==> config.mk <==
export PLATFORM = sky130hd
export DESIGN_NAME = int_request_ctrl
export DESIGN_NICKNAME = d
export VERILOG_FILES = /design/src/rtl/mips_int_pkg.sv /design/src/rtl/prio_enc4.sv /design/src/rtl/int_request_ctrl.sv
export SDC_FILE = /design/constraint.sdc
export NUM_CORES = 1
export LEC_CHECK = 0
export BUFFER_PORTS_ARGS = -buffer_cell sky130_fd_sc_hd__buf_2
export CAP_MARGIN = 30
export CORE_UTILIZATION = 39
export CTS_CLUSTER_DIAMETER = 200
export DETAILED_ROUTE_END_ITERATION = 7
export MAX_ROUTING_LAYER = met4
export PLACE_DENSITY = 0.74
export SLEW_MARGIN = 20
export SYNTH_ARGS = -nofsm -noshare
export SYNTH_HDL_FRONTEND = slang
export SYNTH_SLANG_ARGS = --single-unit
==> constraint.sdc <==
create_clock -name clk -period 1.2 [get_ports clk]
set_input_delay 0.24 -clock clk [delete_from_list [all_inputs] [get_ports clk]]
set_output_delay 0.24 -clock clk [all_outputs]
set_load 0.01 [all_outputs]
==> src/rtl/mips_int_pkg.sv <==
// Shared constants for the MIPS interrupt request controller.
// Holds the source count, vector layout and FSM state encodings.
package mips_int_pkg;

  localparam int unsigned NUM_SRC    = 4;
  localparam logic [31:0] VEC_BASE   = 32'h0000_0100;
  localparam logic [31:0] VEC_STRIDE = 32'h0000_0010;

  localparam logic [1:0] ST_IDLE    = 2'b00;
  localparam logic [1:0] ST_REQ     = 2'b01;
  localparam logic [1:0] ST_SERVICE = 2'b10;

endpackage

==> src/rtl/prio_enc4.sv <==
// Combinational 4-bit fixed-priority encoder.
// The lowest set index wins; valid flags a non-empty request set.
module prio_enc4 (
  input  logic [3:0] req,
  output logic       valid,
  output logic [1:0] id
);

  always_comb begin
    valid = |req;
    id    = 2'd0;
    unique casez (req)
      4'b???1: id = 2'd0;
      4'b??10: id = 2'd1;
      4'b?100: id = 2'd2;
      4'b1000: id = 2'd3;
      default: id = 2'd0;
    endcase
  end

endmodule

==> src/rtl/int_request_ctrl.sv <==
// Interrupt request controller: captures peripheral done edges,
// arbitrates by fixed priority and handshakes with the CPU.
module int_request_ctrl #(
  parameter int unsigned NUM_SRC    = mips_int_pkg::NUM_SRC,
  parameter logic [31:0] VEC_BASE   = mips_int_pkg::VEC_BASE,
  parameter logic [31:0] VEC_STRIDE = mips_int_pkg::VEC_STRIDE
) (
  input  logic               clk,
  input  logic               reset_n,
  input  logic [NUM_SRC-1:0] done,
  input  logic               mask_we,
  input  logic [NUM_SRC-1:0] mask_wd,
  input  logic               status_bit,
  input  logic               int_ack,
  input  logic               eoi,
  output logic               interrupt,
  output logic [31:0]        int_addr,
  output logic [NUM_SRC-1:0] src_ack,
  output logic [NUM_SRC-1:0] pending,
  output logic               busy
);

  import mips_int_pkg::*;

  logic [NUM_SRC-1:0] done_q;
  logic [NUM_SRC-1:0] pend_q, pend_d;
  logic [NUM_SRC-1:0] mask_q;
  logic [NUM_SRC-1:0] ack_q, ack_d;
  logic [NUM_SRC-1:0] rise;
  logic [1:0]         state_q, state_d;
  logic [1:0]         gid_q, gid_d;
  logic [3:0]         elig;
  logic               ev;
  logic [1:0]         eid;

  assign elig = pend_q & mask_q;

  prio_enc4 u_enc (
    .req   (elig),
    .valid (ev),
    .id    (eid)
  );

  always_comb begin
    state_d = state_q;
    gid_d   = gid_q;
    ack_d   = '0;
    unique case (state_q)
      ST_IDLE: begin
        if (status_bit && ev) begin
          state_d = ST_REQ;
          gid_d   = eid;
        end
      end
      ST_REQ: begin
        if (int_ack) begin
          state_d      = ST_SERVICE;
          ack_d[gid_q] = 1'b1;
        end else if (!status_bit) begin
          state_d = ST_IDLE;
        end
      end
      ST_SERVICE: begin
        if (eoi) state_d = ST_IDLE;
      end
      default: state_d = ST_IDLE;
    endcase
  end

  // a fresh edge overrides the acknowledge clear of the same source
  assign rise   = done & ~done_q;
  assign pend_d = (pend_q & ~ack_d) | rise;

  always_ff @(posedge clk or negedge reset_n) begin
    if (!reset_n) begin
      state_q <= ST_IDLE;
      gid_q   <= 2'd0;
      done_q  <= '0;
      pend_q  <= '0;
      mask_q  <= '1;
      ack_q   <= '0;
    end else begin
      state_q <= state_d;
      gid_q   <= gid_d;
      done_q  <= done;
      pend_q  <= pend_d;
      ack_q   <= ack_d;
      if (mask_we) mask_q <= mask_wd;
    end
  end

  assign interrupt = (state_q == ST_REQ);
  assign busy      = (state_q == ST_SERVICE);
  assign src_ack   = ack_q;
  assign pending   = pend_q;
  assign int_addr  = interrupt ? VEC_BASE + VEC_STRIDE * {30'd0, gid_q}
                               : VEC_BASE;

endmodule

# Word-level counts from Yosys, hierarchy flattened
# Cells that the tools add are included.
[word_totals] register_bits=20 inputBits=14 out_inout_bits=42 elab_cells=40
[classes] n_addsub=1 magnitude_cmp=2 eq_ne=8 mux=11 bitwise_logic=6 n_reduce_logical=6
[ops] op="AND 4 bit" n=3
[ops] op="one-hot mux 2 bit (3 select lines)" n=2
[ops] op="adder 9 x 6 -> 10 bit (first input constant)" n=1
[ops] op="2-to-1 mux 10 bit" n=1
[ops] op="2-to-1 mux 2 bit" n=4
[ops] op="2-to-1 mux 4 bit" n=2
[ops] op="NOT 4 bit" n=2
[ops] op="equality test 2 bit (second input constant)" n=2
[ops] op="equality test 4 bit (second input constant)" n=1
[ops] op="inequality test 2 bit (second input constant)" n=2
[ops] op="OR 4 bit" n=1
[ops] op="OR reduction 4 bit" n=1
[ops] op="equality test 3 bit (second input constant)" n=1
[ops] op="< comparator 2 x 3 -> 1 bit (second input constant)" n=1
[ops] op="inequality test 3 bit (second input constant)" n=1
[ops] op="AND reduction 3 bit" n=1
[ops] op="demux 1 bit (select 2 bit)" n=1
[ops] op="equality test 2 x 1 -> 1 bit (second input constant)" n=1
[ops] op="greater-or-equal comparator 2 x 1 -> 1 bit (second input constant)" n=1
[ops] op="logical AND 1 bit" n=2
[ops] op="logical NOT 2 bit" n=1
[ops] op="AND reduction 2 bit" n=1
[ops] op="2-to-1 mux 1 bit" n=1

# Logic depth before layout (Yosys ltp)
[logic_depth] word_depth=9 depth_mapped=4 mapped_depth_nobuf=4

# Hierarchy
# Synthesis repeated with hierarchy kept, for this count alone.
[hier_totals] hier_cells=102 hier_area_um2=1084.8
[by_module_without_submodules] mod="int_request_ctrl" n_inst=1 cells_per_inst=95 area_each_um2=1049.8 seq_area_each_um2=505.5
[by_module_without_submodules] mod="prio_enc4" n_inst=1 cells_per_inst=7 area_each_um2=35.0 seq_area_each_um2=0.0

# Least setup slack after synthesis
# No wires, ideal clock.
[synth_path] path_type="reg-to-reg" start="register mask_q[2]" end="register state_q[0]" setup_time_ns=0.111 arrival_time_ns=1.124 required_time_ns=1.089 slack_ns=-0.036 path_stages_with_launch=5 synth_period_minus_slack_ns=1.236 cell_sequence="dfstp_2 > a22o_1 > or2_1 > nor2_1 > a2111oi_2"
[synth_via] elab_chain_len=5
[synth_rtl] item="start: declaration" line_no="int_request_ctrl.sv:27" rtl="logic [NUM_SRC-1:0] mask_q;"
[synth_rtl] item="start signal: assignment" line_no="int_request_ctrl.sv:88" rtl="if (mask_we) mask_q <= mask_wd;"
[synth_rtl] item="AND 4 bit" line_no="int_request_ctrl.sv:36" rtl="assign elig = pend_q & mask_q;"
[synth_rtl] item="OR reduction 4 bit" line_no="prio_enc4.sv:10" rtl="valid = |req;"
[synth_rtl] item="logical AND 1 bit" line_no="int_request_ctrl.sv:50" rtl="if (status_bit && ev) begin"
[synth_rtl] item="inequality test 2 bit (no line)"
[synth_rtl] item="AND reduction 3 bit (no line)"
[synth_rtl] item="end signal: assignment" line_no="int_request_ctrl.sv:83" rtl="state_q <= state_d;"
[synth_rtl] item="end: declaration" line_no="int_request_ctrl.sv:30" rtl="logic [1:0] state_q, state_d;"
# Every way passes these cells.
# A chain may end at the register's enable or synchronous reset.

# Worst setup path in the final report
[layout_path] start="register state_q[0]" end="output port int_addr[4]"
[layout_via] elab_chain_len=2
[layout_rtl] item="equality test 2 x 1 -> 1 bit" line_no="int_request_ctrl.sv:92" rtl="assign interrupt = (state_q == ST_REQ);"
[layout_rtl] item="2-to-1 mux 10 bit" line_no="int_request_ctrl.sv:96" rtl="assign int_addr = interrupt ? VEC_BASE + VEC_STRIDE * {30'd0, gid_q}"
[layout_rtl] item="end: declaration" line_no="int_request_ctrl.sv:17" rtl="output logic [31:0] int_addr,"
# Every way passes these cells.

==> results_dict.tcl <==
set metrics [dict create \
    seqPwrFrac 0.451 \
    hold_viol 0 \
    power_switching_w 0.000705 \
    routedWlPerCell_um 11.2 \
    rows 18 \
    timing.final.crit_share 1.19 \
    die_x_um 53.2 \
    synth_most_common_cell "buf_4" \
    io_pins 56 \
    hold_class "input port to flop" \
    clock_tree.buffer_depth 2 \
    fin_crit_ns 1.42 \
    p_comb_frac 0.390 \
    drive_gt1_frac 0.482 \
    synth_seq_cells 20 \
    dr.pass1.iters 4 \
    clkLatencyLatePin_ns 0.30 \
    drt-initial-drc-count 10 \
    antenna_found_initial 0 \
    worstPathRequired_ns 0.96 \
    io_buffers 25 \
    synth_flop_cell "dfrtp_1" \
    powerDensity_nw_per_um2 1520 \
    status "finished, violations left" \
    fin_ws_ns -0.225 \
    setup-violations-final 7 \
    drc 0 \
    final_cell_area_um2 1340 \
    post_dp_cell_area_um2 1110 \
    syn_to_final_growth_pct 30.8 \
    cts_tree "done" \
    path_max_fanout 4 \
    h-tree-depth 1 \
    synth_commonest_cells "buf_4, dfrtp_1, inv_1" \
    end_kind "output pin" \
    syn_avg_cell_area_um2 10.8 \
    r2r_cells 5 \
    gp_congestion 0.765 \
    gr-total-overflow 0 \
    ant_nets 0 \
    timing.final.max_slew_violations 0 \
    cts_buffers 3 \
    final.setup_skew_ns 0.00466 \
    grt_usage 0.150 \
    nets 152 \
    syn-cell-area_um2 1020 \
    root_buffer "clkbuf_4" \
    hpwlAfterDp_mm 1.41 \
    start_kind "flop" \
    die_h_um 53.2 \
    start_util 0.413 \
    grt_max_degree 21 \
    p_leak_nw 0.718 \
    grt_pass1_vias 703 \
    drv_cap 0 \
    hold_path_depth 1 \
    ys_seq_area_frac 0.494 \
    synthTopCellsByArea "dfrtp_1, buf_4, dfstp_2" \
    drt-total-wl_mm 1.88 \
    vdd_ir_drop_max_uv 1070 \
    swShare 0.347 \
    synth_top_cell_area_share 0.392 \
    core_area_um2 2480 \
    synth-edff-count 0 \
    ys_types 23 \
    clockPowerShare 0.160 \
    synthArstFlopShare 1.00 \
    clkTransAtPathRegs_ns 0.11 \
    total_power_w 0.00203 \
    rsz0062_at_grt "true" \
    synth_top_cell_by_area "dfrtp_1" \
    die_area_um2 2830 \
    violations "negative setup slack" \
    crit_type "flop to output pin" \
    viasPerCell 4.29 \
    worst_ep_arrival_time_ns 1.18 \
    syn_inst 95 \
    grt_pass1_wl_mm 2.94 \
    fmax_ghz 0.702 \
    num_vias 716 \
    internal-power_w 0.00132 \
    ys_warn_count 0 \
    numClockSinks 20 \
    diodes 0 \
]
worst max-delay path: stages (launching register included):
cell     delay [ns]
dfrtp_1        0.39
and2b_2        0.22
and2_4         0.16
buf_6          0.11
per-layer routing:
metal | part of all wire | up-vias | track usage | wire (um)
met5 | 0 | - | - | 0
met4 | 0.010 | 0 | 0.0526 | 19
met3 | 0.062 | 2 | 0.0259 | 116
met2 | 0.54 | 39 | 0.268 | 1010
met1 | 0.39 | 347 | 0.169 | 732
li1 | - | 328 | - | -
kinds of logic (layout without fill, tap and decap cells):
family / after synthesis / count (layout) / synth area share
buf+inv: 41 / 55 / 0.261
flops: 20 / 20 / 0.494
simple gates: 15 / 15 / 0.100
compound gates: 13 / 13 / 0.0930
mux: 4 / 4 / 0.0441
other cells: 2 / 30 / 0.00735
per-stage QoR:
| stage | util | cells | TNS (ns) | hold slack, ns | setup WS [ns] |
|---|---|---|---|---|---|
| floorplan | - | 123 | 0 | -0.0556 | 0.00994 |
| global placement | 0.448 | 154 | 0 | 0.195 | 0.0385 |
| detailed placement | 0.448 | 154 | -0.00681 | 0.209 | -0.00681 |
| CTS | 0.511 | 165 | -0.868 | 0.0479 | -0.228 |
| global route | 0.540 | 167 | -1.55 | 0.0450 | -0.277 |
| finish | 0.540 | 167 | -0.885 | 0.0528 | -0.225 |
cells in the final DEF (no fill, tap or decap), types with 2 or more instances in the layout:
| master | count |
|---|---|
| mux2_2 | 4 |
| buf_2 | 18 |
| dfrtp_1 | 16 |
| buf_4 | 10 |
| nor3_4 | 5 |
| conb_1 | 30 |
| and2_4 | 2 |
| buf_6 | 11 |
| a22o_1 | 2 |
| a21oi_1 | 3 |
| clkbuf_4 | 3 |
| o22ai_1 | 3 |
| dfstp_2 | 4 |
| nand2_1 | 2 |
| inv_1 | 10 |
state kept, by name, summed over array words and instances (netlist names):
signal,flops
done_q,4
pending,4
mask_q,4
gid_q,2
src_ack,4
state_q,2
worst paths after layout:
| check | startpoint | endpoint | slack [ns] |
|---|---|---|---|
| max reg2reg | state_q[1]$_DFFE_PN0P_ | pending[2]$_DFF_PN0_ | -0.05 |
| min reg2reg | done_q[0]$_DFF_PN0_ | pending[0]$_DFF_PN0_ | 0.44 |
| min | done[0] | done_q[0]$_DFF_PN0_ | 0.05 |
| min in group asynchronous | reset_n | done_q[1]$_DFF_PN0_ | 0.40 |
| max in group asynchronous | reset_n | mask_q[2]$_DFFE_PN1P_ | 0.46 |
| max | state_q[0]$_DFFE_PN0P_ | int_addr[4] | -0.22 |
power by group through the flow:
stage	clock network [W]	registers, W	logic [W]
2_1_floorplan	0	0.000917	0.000337
3_3_place_gp	0	0.000894	0.000497
3_5_place_dp	0	0.000901	0.000515
4_1_cts	0.000338	0.000909	0.000687
5_1_grt	0.000359	0.000932	0.000857
6_report	0.000325	0.000914	0.000791
layout make-up:
cell class,count,area [um^2]
multi-input combinational,62,428
inverter,11,41.3
sequential,20,505
fill,229,1140
clock buffer,4,26.3
tap,30,37.5
timing repair buffer,40,299
what timing repair did:
action	in CTS	in global routing
setup endpoints to repair	13	16
hold buffers	1	0
pin swaps	6	3
setup buffers	6	2
resized for setup	16	11
hold endpoints to repair	16	0
Note: power is estimated with default switching activity, not from simulation.
